### src/rtl/ysyx_220053_pkg.sv
// Shared constants, fetch state encoding and word-select helper for the
// ysyx_220053 instruction fetch slice.
package ysyx_220053_pkg;

  localparam logic [63:0] RESET_PC  = 64'h8000_0000;
  localparam logic [31:0] NOP_INSTR = 32'h0000_0013;

  typedef enum logic [2:0] {
    BOOT = 3'd0,
    REQ  = 3'd1,
    WAIT = 3'd2,
    HOLD = 3'd3,
    MISA = 3'd4
  } fetch_state_e;

  // Memory returns a doubleword; pc[2] picks which 32-bit half holds the instruction.
  function automatic logic [31:0] word_sel(input logic [63:0] data, input logic hi);
    return hi ? data[63:32] : data[31:0];
  endfunction

endpackage

### src/rtl/ysyx_220053_pc_reg.sv
// Architectural PC register: async active-low reset to RESET_VAL, loads
// load_val when load_en is high, otherwise holds.
module ysyx_220053_pc_reg #(
  parameter logic [63:0] RESET_VAL = ysyx_220053_pkg::RESET_PC
) (
  input  logic        clk,
  input  logic        rst_n,
  input  logic        load_en,
  input  logic [63:0] load_val,
  output logic [63:0] pc
);

  logic [63:0] pc_q;
  logic [63:0] pc_d;

  always_comb begin
    pc_d = pc_q;
    if (load_en) begin
      pc_d = load_val;
    end
  end

  always_ff @(posedge clk or negedge rst_n) begin
    if (!rst_n) begin
      pc_q <= RESET_VAL;
    end else begin
      pc_q <= pc_d;
    end
  end

  assign pc = pc_q;

endmodule

### src/rtl/ysyx_220053_ifu.sv
// Instruction fetch unit: one outstanding doubleword read per instruction,
// word select by pc[2], and a valid/ready hand-off of {instr, pc} to decode.
module ysyx_220053_ifu #(
  parameter logic [63:0] RESET_PC  = ysyx_220053_pkg::RESET_PC,
  parameter logic [31:0] NOP_INSTR = ysyx_220053_pkg::NOP_INSTR
) (
  input  logic        clk,
  input  logic        rst_n,
  output logic        imem_req_valid,
  input  logic        imem_req_ready,
  output logic [63:0] imem_addr,
  input  logic        imem_rsp_valid,
  input  logic [63:0] imem_rsp_data,
  input  logic        imem_rsp_err,
  output logic        id_valid,
  input  logic        id_ready,
  output logic [31:0] instr_o,
  output logic [63:0] pc_o,
  output logic        fetch_err,
  input  logic [63:0] dnpc
);

  import ysyx_220053_pkg::*;

  fetch_state_e state_q;
  fetch_state_e state_d;

  logic [31:0] instr_q;
  logic [31:0] instr_d;
  logic        fetch_err_q;
  logic        fetch_err_d;

  logic [63:0] pc;
  logic        id_fire;
  logic        dnpc_misaligned;

  assign id_fire         = (state_q == HOLD) && id_ready;
  assign dnpc_misaligned = (dnpc[1:0] != 2'b00);

  ysyx_220053_pc_reg #(
    .RESET_VAL (RESET_PC)
  ) u_pc_reg (
    .clk      (clk),
    .rst_n    (rst_n),
    .load_en  (id_fire),
    .load_val (dnpc),
    .pc       (pc)
  );

  always_ff @(posedge clk or negedge rst_n) begin
    if (!rst_n) begin
      state_q <= BOOT;
    end else begin
      state_q <= state_d;
    end
  end

  always_comb begin
    state_d = state_q;
    unique case (state_q)
      BOOT: state_d = REQ;
      REQ: begin
        if (imem_req_ready) begin
          state_d = WAIT;
        end
      end
      WAIT: begin
        if (imem_rsp_valid) begin
          state_d = HOLD;
        end
      end
      HOLD: begin
        if (id_ready) begin
          state_d = dnpc_misaligned ? MISA : REQ;
        end
      end
      MISA:    state_d = HOLD;
      default: state_d = BOOT;
    endcase
  end

  always_comb begin
    imem_req_valid = (state_q == REQ);
    id_valid       = (state_q == HOLD);
  end

  // Responses outside WAIT are ignored; a fault on the response always wins over its data.
  always_comb begin
    instr_d     = instr_q;
    fetch_err_d = fetch_err_q;
    if ((state_q == WAIT) && imem_rsp_valid) begin
      if (imem_rsp_err) begin
        instr_d     = NOP_INSTR;
        fetch_err_d = 1'b1;
      end else begin
        instr_d     = word_sel(imem_rsp_data, pc[2]);
        fetch_err_d = 1'b0;
      end
    end else if (state_q == MISA) begin
      instr_d     = NOP_INSTR;
      fetch_err_d = 1'b1;
    end
  end

  always_ff @(posedge clk or negedge rst_n) begin
    if (!rst_n) begin
      instr_q     <= NOP_INSTR;
      fetch_err_q <= 1'b0;
    end else begin
      instr_q     <= instr_d;
      fetch_err_q <= fetch_err_d;
    end
  end

  assign imem_addr = {pc[63:3], 3'b000};
  assign instr_o   = instr_q;
  assign pc_o      = pc;
  assign fetch_err = fetch_err_q;

endmodule

### config.mk
export PLATFORM = sky130hd
export DESIGN_NAME = ysyx_220053_ifu
export DESIGN_NICKNAME = d
export VERILOG_FILES = /design/src/rtl/ysyx_220053_pkg.sv /design/src/rtl/ysyx_220053_pc_reg.sv /design/src/rtl/ysyx_220053_ifu.sv
export SDC_FILE = /design/constraint.sdc
export NUM_CORES = 1
export LEC_CHECK = 0
export BUFFER_PORTS_ARGS = -buffer_cell sky130_fd_sc_hd__buf_2
export CORE_AREA = 2 2 115 117
export CTS_CLUSTER_SIZE = 8
export DETAILED_ROUTE_END_ITERATION = 8
export DIE_AREA = 0 0 117 119
export HOLD_SLACK_MARGIN = 0.12
export PLACE_DENSITY = 0.75
export SYNTH_ARGS = -nofsm -noshare
export SYNTH_HDL_FRONTEND = slang
export SYNTH_HIERARCHICAL = 1
export SYNTH_SLANG_ARGS = --single-unit
export TNS_END_PERCENT = 10
### constraint.sdc
create_clock -name clk -period 2.2 [get_ports clk]
set_input_delay 0.44 -clock clk [delete_from_list [all_inputs] [get_ports clk]]
set_output_delay 0.44 -clock clk [all_outputs]
set_load 0.05 [all_outputs]
* Word-level counts from Yosys, hierarchy flattened
Index checks and enable logic that the tools add are counted.
Widths: inputs -> output; s select.
** Word-level totals
- Logic and storage cells :: 29
- Output and inout port bits :: 163
- Register bits :: 100
** Cells by class
- Reduce and logical (&&, ||, !) cells :: 6
- Equality and inequality tests :: 7
- Multiplexer cells :: 12
** Operators by type and width (count)
- $mux 32 :: 4
- $pmux 3 s5 :: 1
- $mux 3 :: 4
- $eq 3x2->1 const B :: 2
- $ne 2x1->1 const B :: 2
- $reduce_bool 2->1 :: 2
- $eq 3x1->1 const B :: 1
- $eq 3x3->1 const B :: 1
- $logic_not 3->1 :: 1
- $mux 1 :: 3
- $reduce_and 3->1 :: 1
- $logic_and 1x1->1 :: 2
- $ne 2x2->1 const B :: 1

* Logic depth before layout (Yosys ltp)
Gate-level depths: netlist (run 1).
- Depth in word-level cells :: 4
- Gate-level depth with buffers :: 5

* By module
The synthesis (run 1) kept the hierarchy.
** By module, submodules not included
- ysyx_220053_pc_reg :: area an instance 2680.1 um2, seq. area each 1602.8 um2, instances 1, cells an instance 135
- ysyx_220053_ifu :: area an instance 2444.8 um2, seq. area each 904.6 um2, instances 1, cells an instance 198

* Least setup slack after synthesis (run 1)
No wires, ideal clock.
- Kind :: register to output
- From :: reg state_q[1]
- To :: out imem_req_valid
- Arrival time :: 1.518 ns
- Required time :: 1.760 ns
- Stages on the path, launching flop included :: 2
- Path buffers :: 0
- Path slack :: 0.242 ns
- Cells stage by stage :: dfrtp_1 > nor3_1
** On the way
- Word-level cells in the longest chain between the ends :: 1
** RTL lines
- start: declaration :: RTL line ysyx_220053_ifu.sv:25 : fetch_state_e state_q;
- start signal: assignment :: RTL line ysyx_220053_ifu.sv:54 : state_q <= state_d;
- $eq 3x1->1 :: RTL line ysyx_220053_ifu.sv:83 : imem_req_valid = (state_q == REQ);
- end: declaration :: RTL line ysyx_220053_ifu.sv:9 : output logic imem_req_valid,
Every way passes these cells.

* Worst setup path in the final report (run 1)
- From :: reg state_q[2]
- To :: out id_valid
** On the way
- Word-level cells in the longest chain between the ends :: 1
** RTL lines
- $eq 3x2->1 :: RTL line ysyx_220053_ifu.sv:84 : id_valid = (state_q == HOLD);
- end: declaration :: RTL line ysyx_220053_ifu.sv:15 : output logic id_valid,
Every way passes these cells.

==> out/qor.log, run 1 <==
INFO  status         status=finished, final reports clean
INFO  layout         fin_nets=703
INFO  floorplanning  design.die.area=13,920µm²
INFO  logic_synthesis synth.area.top_cells=dfrtp_1, mux2_4, buf_4
INFO  floorplanning  floorplan.rows=42
INFO  timing         finalSetupTns=0ns
INFO  floorplanning  die_y=119µm
INFO  logic_synthesis synth_flop_type=dfrtp_1
INFO  floorplanning  io-pin-count=297
INFO  logic_synthesis synth_seq_area_share=48.93%
INFO  logic_synthesis syn_area_per_cell=15.39µm²
INFO  clocking       clkSlewWorstSetupHoldPaths=0.07ns
INFO  timing         fin_skew=0.004787ns
INFO  worst_hold_path hold_class=in2reg
INFO  floorplanning  floorplan.initialDensity=39.81%
INFO  floorplanning  design.core.area=12,870µm²
INFO  critical_path  kind_of_start_point_of_the_critical_path=flip-flop
INFO  routing        first_iteration_detailed_routing_drc_count=119
INFO  grt            gr-total-overflow=0
INFO  critical_path  critical-path-max-stage-delay=0.42ns
INFO  routing        post-route-drc-count=0
INFO  layout         synthToLayoutAreaGrowth=27.44%
INFO  logic_synthesis post-synth-top-area-cell=dfrtp_1
INFO  critical_path  critical_path_class=reg2out
INFO  logic_synthesis synth_common_cells=dfrtp_1, buf_4, mux2_4
INFO  job            maxCapViolCount=0
INFO  critical_path  timing.critical_path.cells=nand2b_2, nor2_1, buf_2
INFO  clocking       hold_buffers=1
INFO  clocking       post_cts_resized=0
INFO  critical_path  critical_path_sink_type=primary output
INFO  routing        drt_pass1_iterations=4
INFO  logic_synthesis yosysMostFrequentCell=dfrtp_1
INFO  placed_design  gp_congestion=0.7561
INFO  logic_synthesis synth.lib_cells_used.distinct=30
INFO  routing        viasPerCell=4.476
INFO  grt            grt_pass1_wl=16,620µm
INFO  timing         timing_max_transition_violations_final=0
INFO  timing         period_share=85.76%
INFO  grt            grt_pass1_vias=3,378
INFO  grt            global_route.usage.total=15.65%
INFO  logic_synthesis async_flop_share=100.0%
INFO  logic_synthesis synth-seq-cells=100
INFO  critical_path  crit_arrival=1.45ns
INFO  logic_synthesis synth-edff-count=0
INFO  timing         timing_hold_violations_final=0
INFO  clocking       worst_skew_pair_later_pin_latency=0.34ns
INFO  placed_design  hpwl=8628µm
INFO  clocking       clock_path_buffers=2
INFO  critical_path  critical_path.max_fanout=6
INFO  critical_path  critPathSlowestCell=dfrtp_1
INFO  logic_synthesis netlist.area_leader.share=46.88%
INFO  timing         finalSetupViolations=0
INFO  timing         final_period_minus_worst_setup_slack=1.887ns
INFO  routing        final_antenna_net_count=0
INFO  critical_path  worstPathRequired=1.76ns
INFO  clocking       clock-sinks=100
INFO  clocking       cts_buffers=9
INFO  placed_design  buffers_on_ports=293
INFO  timing         slew_headroom=58.91%
INFO  clocking       cts_root_buffer=clkbuf_16
INFO  logic_synthesis synth-warning-count=6
INFO  layout         drive_above_1_share=74.74%
INFO  routing        wl=11,120µm
INFO  clocking       post-cts-setup-buffer-count=0
INFO  grt            antenna_found_initial=1
INFO  clocking       cts_tree=built
INFO  timing         timing_worst_slew_pin_value=0.6099ns
INFO  clocking       cts_htree_levels=3
INFO  timing         achievable_frequency=0.5300GHz
INFO  timing         grt_setup_unrepaired=false
INFO  layout         diodes=0
INFO  logic_synthesis synth.cell_area=5125µm²
INFO  logic_synthesis synthesis.instances=333
INFO  floorplanning  die_width=117µm
INFO  grt            grt_start_max_net_pins=54
INFO  routing        vias=3,357
INFO  routing        detail_route.wl_per_cell=14.83µm
==> cells in the final DEF (no fill, tap or decap) <==
master	n
buf_2	292
dfrtp_1	95
mux2_4	60
mux2i_1	29
o2bb2ai_2	27
buf_4	10
clkbuf_16	9
mux2_2	7
dfstp_2	4
o21ai_0	3
o22a_2	3
conb_1	3
clkbuf_8	3
inv_1	2
o2bb2ai_4	2
a21oi_1	2
o21a_1	2
clkinv_4	2
buf_12	2
nor3_1	1
nand2b_2	1
nor2_1	1
nand2_1	1
nor2_4	1
nand2b_1	1
or3b_1	1
o21a_2	1
or3_2	1
nand3b_1	1
a2111oi_0	1
a211o_1	1
and3b_2	1
inv_6	1
clkinv_2	1
dlygate4sd3_1	1
dfrtp_2	1
==> stage by stage <==
stage | setup slack, ns | util [%] | cell area, µm² | cells | hold WS (ns)
after floorplan | 0.2421 | - | 5132 | 335 | 0.1444
after global placement | 0.4632 | 48.34 | 6223 | 733 | 0.3695
after detailed placement | 0.4118 | 48.34 | 6223 | 733 | 0.3693
after CTS | 0.2770 | 50.73 | 6531 | 750 | 0.3042
after global routing | 0.2220 | 50.73 | 6531 | 750 | 0.3029
final | 0.3132 | 50.73 | 6531 | 750 | 0.3265
==> registers in the layout, summed over array words and instances, names as in the netlist <==
| register | flops |
|---|---|
| state_q | 3 |
| u_pc_reg/pc | 64 |
| fetch_err | 1 |
| instr_o | 32 |
==> area by class of cell <==
class                   instances  area [µm²]
clock buffers                  12       266.5
well taps                     176       220.2
repair buffers                305        1587
flip-flops and latches        100        2509
inverters                       2       7.507
fillers                      1089        6344
clock inverters                 4       31.28
multi-input cells             151        1911
==> cells by family after synthesis <==
family                 Yosys count  share of synthesized area (%)
other                            1                        0.07317
buffers and inverters           84                          14.14
and+or+nand+nor                 10                          1.245
muxes                           96                          24.78
AOI/OAI and AO/OA               42                          10.84
DFF                            100                          48.93
==> critical path, delay by kind of cell, from the launching register on <==
| family | cells | cell delay [ns] |
|---|---|---|
| DFF | 1 | 0.42 |
| and+or+nand+nor | 2 | 0.39 |
| buffers and inverters | 1 | 0.29 |
==> final timing paths <==
kind	start	to	slack (ns)	cells after the start
setup / recovery	state_q[2]$_DFFE_PN0P_	id_valid	0.31	3
hold / removal	dnpc[56]	u_pc_reg/pc[56]$_DFFE_PN0P_	0.33	2
setup reg to reg	state_q[2]$_DFFE_PN0P_	instr_o[1]$_DFFE_PN1P_	0.40	4
hold reg to reg	instr_o[12]$_DFFE_PN0P_	instr_o[12]$_DFFE_PN0P_	0.49	1
max in group asynchronous	rst_n	u_pc_reg/pc[2]$_DFFE_PN0P_	0.98	3
min in group asynchronous	rst_n	instr_o[11]$_DFFE_PN0P_	0.54	2
==> layer usage <==
metal  wire length, µm  vias to the layer above  GRT usage [%]
met4               142                        2          4.191
li1                  -                     1575              -
met5                13                        -              0
met2              5932                      160          28.68
met3               856                       13          5.344
met1              4176                     1607          16.88
Power of run 1 is not shown: default switching activity piles up to over one toggle a cycle in this logic, so the estimate is an artifact.
==> run 2: changes to the inputs <==
- MAX_ROUTING_LAYER: not set -> met4
- PLACE_DENSITY: 0.75 -> not set
- PLACE_DENSITY_LB_ADDON: not set -> 0.15
==> out/qor.log, run 2 (same netlist as run 1, synthesis figures left out) <==
INFO  clocking       cts_tree=built
INFO  timing         finalSetupTns=0ns [unchanged]
INFO  timing         period_share=87.95% [+2.2 points]
INFO  critical_path  endpoint=instr_o[28]$_DFFE_PN0P_
INFO  clocking       post_cts_resized=0 [unchanged]
INFO  clocking       clkSlewWorstSetupHoldPaths=0.07ns [about the same]
INFO  clocking       clock-sinks=100 [unchanged]
INFO  routing        detail_route.wl_per_cell=14.75µm [-0.54%]
INFO  placed_design  placed_area=6276µm² [+0.84%]
INFO  critical_path  worstRegToRegCells=4 [unchanged]
INFO  layout         flip_flop_count_of_the_largest_register_all_copies_and_words_added=64 [unchanged]
INFO  placed_design  buffers_on_ports=293 [unchanged]
INFO  layout         drive_above_1_share=74.48% [-0.26 points]
INFO  critical_path  worstPathRequired=2.46ns [+0.70 ns]
INFO  routing        viasPerCell=4.489 [+0.30%]
INFO  grt            grt_pass1_wl=16,620µm [unchanged]
INFO  timing         final_period_minus_worst_setup_slack=1.935ns [+0.04807 ns]
INFO  clocking       cts_root_buffer=clkbuf_16
INFO  grt            grt_start_max_net_pins=37 [-31%]
INFO  clocking       clock_path_buffers=2 [unchanged]
INFO  placed_design  hpwl=8606µm [-0.26%]
INFO  job            maxCapViolCount=0 [unchanged]
INFO  timing         finalSetupViolations=0 [unchanged]
INFO  critical_path  regToRegEndpoint=instr_o[28]$_DFFE_PN0P_
INFO  status         status=finished, final reports clean
INFO  floorplanning  io-pin-count=297 [unchanged]
INFO  clocking       cts_htree_levels=3 [unchanged]
INFO  layout         mostFrequentLayoutCell=buf_2
INFO  layout         diodes=0 [unchanged]
INFO  timing         grt_setup_unrepaired=false
INFO  clocking       worst_skew_pair_later_pin_latency=0.33ns [about the same]
INFO  routing        post-route-drc-count=0 [unchanged]
INFO  grt            global_route.usage.total=15.85% [+0.20 points]
INFO  worst_hold_path hold_class=in2reg
INFO  placed_design  dp_cells=735 [+0.27%]
INFO  layout         stdcell_count=752 [+0.27%]
INFO  critical_path  critical_path_class=reg2reg
INFO  critical_path  timing.critical_path.from=state_q[2]$_DFFE_PN0P_
INFO  grt            antenna_found_initial=0 [-1]
INFO  timing         slew_headroom=37.43% [-21 points]
INFO  critical_path  critical_path.max_fanout=21 [+15]
INFO  timing         timing_max_transition_violations_final=0 [unchanged]
INFO  layout         layout_common_cells=buf_2, dfrtp_1, mux2_4, mux2i_1, o2bb2ai_2
INFO  critical_path  r2r_setup_slack=0.27ns [-0.13 ns]
INFO  floorplanning  die_y=119µm [unchanged]
INFO  timing         timing_worst_slew_pin_value=0.9386ns [+0.3287 ns]
INFO  routing        wl=11,090µm [-0.28%]
INFO  routing        vias=3,376 [+0.57%]
INFO  routing        drt_pass1_iterations=4 [unchanged]
INFO  critical_path  kind_of_start_point_of_the_critical_path=flip-flop
INFO  floorplanning  floorplan.initialDensity=39.81% [unchanged]
INFO  floorplanning  floorplan.rows=42 [unchanged]
INFO  floorplanning  die_width=117µm [unchanged]
INFO  grt            grt_pass1_vias=3,267 [-3.3%]
INFO  critical_path  crit-reg2reg-launch=state_q[2]$_DFFE_PN0P_
INFO  clocking       cts_buffers=9 [unchanged]
INFO  layout         final_cell_area=6558µm² [+0.40%]
INFO  layout         fin_nets=705 [+0.28%]
INFO  timing         final_worst_slack=0.2651ns [-0.04807 ns]
INFO  critical_path  critical_path_sink_type=flip-flop
INFO  layout         synthToLayoutAreaGrowth=27.95%
INFO  floorplanning  design.die.area=13,920µm² [unchanged]
INFO  routing        final_antenna_net_count=0 [unchanged]
INFO  timing         timing_hold_violations_final=0 [unchanged]
INFO  critical_path  crit_arrival=2.19ns [+0.74 ns]
INFO  floorplanning  design.core.area=12,870µm² [unchanged]
INFO  placed_design  gp_congestion=0.7850 [+3.8%]
INFO  grt            gr-total-overflow=0 [unchanged]
INFO  timing         achievable_frequency=0.5168GHz [-2.5%]
INFO  placed_design  preCtsSetupSlack=0.2806ns [-0.1312 ns]
INFO  routing        first_iteration_detailed_routing_drc_count=109 [-8.4%]
INFO  timing         fin_skew=0.006687ns [+0.001900 ns]
[run 2: changes by cell type in the layout (fill, tap and decap cells not counted), sizes merged]
cell / previous run / this run
clkinv: 3 / 2
inv: 3 / 2
buf: 304 / 306
clkinvlp: 0 / 2
[run 2: timing repair]
action	4_1_cts	5_1_grt
buffers inserted	0	0
hold endpoints to repair	30	0
hold buffers	1	0
[run 2: critical path, cell delays in order (launching register included)]
cell and delay (ns):
dfrtp_1 0.42, nand2b_2 0.25, or3_2 0.67, buf_4 0.33
o2bb2ai_2 0.17
[run 2: cell type report]
type	instances	area, µm²
multi-input combinational	151	1911
timing repair buffer	307	1639
clock buffer	12	246.5
sequential	100	2509
tap	176	220.2
fill	1135	6317
clock inverter	4	25.02
inverter	2	7.507
[run 2: worst min-delay path by stage]
stage,start,end,slack [ns],depth (start not counted)
floorplan,rst_n,fetch_err$_DFFE_PN0P_,0.14,0
global placement,rst_n,u_pc_reg/pc[38]$_DFFE_PN0P_,0.44,1
detailed placement,rst_n,u_pc_reg/pc[38]$_DFFE_PN0P_,0.46,1
CTS,dnpc[62],u_pc_reg/pc[62]$_DFFE_PN0P_,0.32,2
global route,dnpc[50],u_pc_reg/pc[50]$_DFFE_PN0P_,0.32,2
finish,dnpc[50],u_pc_reg/pc[50]$_DFFE_PN0P_,0.33,2
[run 2: metrics by stage]
step,utilization [%],hold WS [ns]
after floorplan,-,0.1444
after global placement,48.75,0.4430
after detailed placement,48.75,0.4569
after CTS,50.93,0.3166
after global routing,50.93,0.3167
final,50.93,0.3311
[run 2: routing by layer]
layer	vias to the layer above	share of wire, %	track usage (%)
met1	1604	43	20.07
li1	1592	-	-
met2	167	48	25.43
met5	-	0	-
met3	13	7.3	2.595
met4	0	1.6	6.103
Power of run 2 is left out for the same reason.
==> run 3: changes to the inputs <==
- CORE_AREA: 2 2 115 117 -> 2 2 116 118
- DIE_AREA: 0 0 117 119 -> 0 0 118 120
- SYNTH_HIERARCHICAL: 1 -> not set
==> out/qor.log, run 3 <==
INFO  layout         stdcell_count=748 [-0.53%]
INFO  timing         achievable_frequency=0.5448GHz [+5.4%]
INFO  placed_design  dp_cells=731 [-0.54%]
INFO  logic_synthesis synth.cell_area=4810µm² [-6.2%]
INFO  clocking       cts_htree_levels=3 [unchanged]
INFO  logic_synthesis synth-warning-count=0 [-6]
INFO  floorplanning  floorplan.initialDensity=37.05% [-2.8 points]
INFO  layout         mostFrequentLayoutCell=buf_2
INFO  clocking       clkSlewWorstSetupHoldPaths=0.07ns [about the same]
INFO  layout         flip_flop_count_of_the_largest_register_all_copies_and_words_added=64 [unchanged]
INFO  routing        wl=11,430µm [+3.0%]
INFO  layout         fin_nets=701 [-0.57%]
INFO  routing        post-route-drc-count=0 [unchanged]
INFO  layout         storage_element_area=2509µm² [unchanged]
INFO  critical_path  cp.buffers_inverters=1 [unchanged]
INFO  timing         timing_hold_violations_final=0 [unchanged]
INFO  timing         period_share=83.44% [-4.5 points]
INFO  logic_synthesis yosysMostFrequentCell=dfrtp_1
INFO  clocking       hold_buffers=1 [unchanged]
INFO  timing         grt_setup_unrepaired=false
INFO  logic_synthesis synth-edff-count=0 [unchanged]
INFO  grt            grt_start_max_net_pins=34 [-8.1%]
INFO  layout         drive_above_1_share=68.13% [-6.4 points]
INFO  clocking       cts_tree=built
INFO  worst_hold_path hold_class=in2reg
INFO  clocking       clock-sinks=100 [unchanged]
INFO  layout         final_core_util=48.33% [-2.6 points]
INFO  critical_path  worstRegToRegCells=3 [-1]
INFO  critical_path  critical_path.max_fanout=19 [-9.5%]
INFO  placed_design  buffers_on_ports=293 [unchanged]
INFO  critical_path  worstPathRequired=1.76ns [-0.70 ns]
INFO  worst_hold_path end_point_of_the_most_critical_hold_path=u_pc_reg.pc[30]$_DFFE_PN0P_
INFO  clocking       clock_path_buffers=2 [unchanged]
INFO  grt            grt_pass1_vias=3,388 [+3.7%]
INFO  clocking       worst_skew_pair_later_pin_latency=0.34ns [about the same]
INFO  timing         timing_max_transition_violations_final=0 [unchanged]
INFO  routing        drt_pass1_iterations=4 [unchanged]
INFO  routing        viasPerCell=4.471 [-0.42%]
INFO  layout         fillCellCount=1,216 [+7.1%]
INFO  placed_design  hpwl=8812µm [+2.4%]
INFO  critical_path  cp_top_family=flip-flops
INFO  critical_path  crit-reg2reg-launch=state_q[1]$_DFFE_PN0P_
INFO  floorplanning  design.die.area=14,160µm² [+1.7%]
INFO  routing        final_antenna_net_count=0 [unchanged]
INFO  clocking       cts_buffers=9 [unchanged]
INFO  critical_path  regToRegEndpoint=instr_o[26]$_DFFE_PN0P_
INFO  logic_synthesis synth_seq_area_share=52.13% [+3.2 points]
INFO  worst_hold_path min_delay_path_depth=2 [unchanged]
INFO  routing        detail_route.wl_per_cell=15.28µm [+3.6%]
INFO  timing         final_period_minus_worst_setup_slack=1.836ns [-0.09925 ns]
INFO  critical_path  critical_path_sink_type=primary output
INFO  logic_synthesis synthesis.instances=334 [+0.30%]
INFO  logic_synthesis syn_area_per_cell=14.40µm² [-6.4%]
INFO  floorplanning  io-pin-count=297 [unchanged]
INFO  critical_path  crit_arrival=1.40ns [-0.79 ns]
INFO  logic_synthesis async_flop_share=100.0% [unchanged]
INFO  routing        first_iteration_detailed_routing_drc_count=139 [+28%]
INFO  critical_path  critPathSlowestCell=dfrtp_2
INFO  critical_path  critical-path-max-stage-delay=0.70ns [+0.03 ns]
INFO  timing         slew_headroom=30.57% [-6.9 points]
INFO  logic_synthesis synth-seq-cells=100 [unchanged]
INFO  worst_hold_path hold_start=dnpc[30]
INFO  logic_synthesis post-synth-top-area-cell=dfrtp_1
INFO  floorplanning  floorplan.rows=42 [unchanged]
INFO  critical_path  timing.critical_path.cells=buf_2
INFO  grt            global_route.usage.total=16.57% [+0.72 points]
INFO  grt            antenna_found_initial=1 [+1]
INFO  clocking       post-cts-setup-buffer-count=0 [unchanged]
INFO  timing         fin_skew=0.005409ns [-0.001278 ns]
INFO  routing        vias=3,344 [-0.95%]
INFO  critical_path  r2r_setup_slack=0.42ns [+0.15 ns]
INFO  layout         layout_common_cells=buf_2, dfrtp_1, mux2_4, mux2i_1, o2bb2ai_1
INFO  critical_path  kind_of_start_point_of_the_critical_path=flip-flop
INFO  logic_synthesis synth_flop_type=dfrtp_1
INFO  logic_synthesis synth_common_cells=dfrtp_1, buf_4, mux2_4
INFO  clocking       cts_root_buffer=clkbuf_16
INFO  clocking       post_cts_resized=0 [unchanged]
INFO  layout         multiInputGateArea=1653µm² [-13%]
INFO  status         status=finished, final reports clean
INFO  floorplanning  die_y=120µm [+0.84%]
INFO  logic_synthesis netlist.area_leader.share=49.95% [+3.1 points]
INFO  timing         finalSetupTns=0ns [unchanged]
INFO  floorplanning  die_width=118µm [+0.85%]
INFO  timing         timing_worst_slew_pin_value=1.041ns [+0.1028 ns]
INFO  logic_synthesis synth.lib_cells_used.distinct=29 [-3.3%]
INFO  timing         finalSetupViolations=0 [unchanged]
INFO  floorplanning  design.core.area=12,980µm² [+0.82%]
INFO  layout         synthToLayoutAreaGrowth=30.44%
INFO  placed_design  gp_congestion=0.7695 [-2.0%]
INFO  critical_path  critical_path_class=reg2out
INFO  grt            grt_pass1_wl=17,940µm [+8.0%]
INFO  job            maxCapViolCount=0 [unchanged]
INFO  grt            gr-total-overflow=0 [unchanged]
INFO  logic_synthesis synth.area.top_cells=dfrtp_1, mux2_4, buf_4
==> run 3: cell types whose count changed in the layout (fill, tap and decap cells not counted), moves of 2 or more <==
cell	previous run	this run
mux2_4	60	49
o22a_2	3	0
o22a_1	0	3
mux2_2	7	18
o2bb2ai_2	27	0
nor2_1	1	3
o2bb2ai_4	2	0
buf_4	9	5
o2bb2ai_1	0	29
==> run 3: area by class of cell <==
| cell class | instances | area share (%) |
|---|---|---|
| sequential | 100 | 39.99 |
| multi-input combinational | 152 | 26.35 |
| timing repair buffer | 302 | 25.33 |
| clock buffer | 11 | 3.869 |
| tap | 176 | 3.510 |
| clock inverter | 4 | 0.7978 |
| inverter | 2 | 0.1197 |
| antenna | 1 | 0.03989 |
==> run 3: per-stage QoR <==
stage | hold WS, ns | instance area, µm² | setup slack, ns
3_3_place_gp | 0.4095 | 5968 | 0.4160
2_1_floorplan | 0.1444 | 4817 | 0.2414
4_1_cts | 0.3172 | 6271 | 0.3372
6_report | 0.3274 | 6274 | 0.3644
3_5_place_dp | 0.4197 | 5968 | 0.3613
5_1_grt | 0.3130 | 6274 | 0.2789
==> run 3: how the worst max path moves through the flow <==
stage,start,endpoint,depth (start not counted),slack [ns]
global placement,imem_rsp_valid,instr_o[16]$_DFFE_PN0P_,4,0.42
detailed placement,imem_rsp_valid,instr_o[7]$_DFFE_PN0P_,4,0.36
global route,state_q[2]$_DFFE_PN0P_,id_valid,3,0.28
CTS,u_pc_reg.pc[2]$_DFFE_PN0P_,pc_o[2],1,0.34
finish,u_pc_reg.pc[2]$_DFFE_PN0P_,pc_o[2],1,0.36
floorplan,state_q[1]$_DFFE_PN0P_,imem_req_valid,1,0.24
==> run 3: logic make-up after synthesis <==
group                  share of synthesized area, %
AO/OA/AOI/OAI                                 7.024
buffers and inverters                         13.66
flip-flops                                    52.13
multiplexers                                  25.55
other                                       0.07797
AND/OR/NAND/NOR                               1.561
==> run 3: layer usage <==
layer / GRT usage [%] / share of wire (%) / up-vias
met2: 26.89 / 49 / 186
li1: - / - / 1573
met3: 4.753 / 8.6 / 7
met1: 20.38 / 42 / 1578
met4: 4.518 / 0.77 / 0
met5: - / 0 / -
Power of run 3 is left out for the same reason.
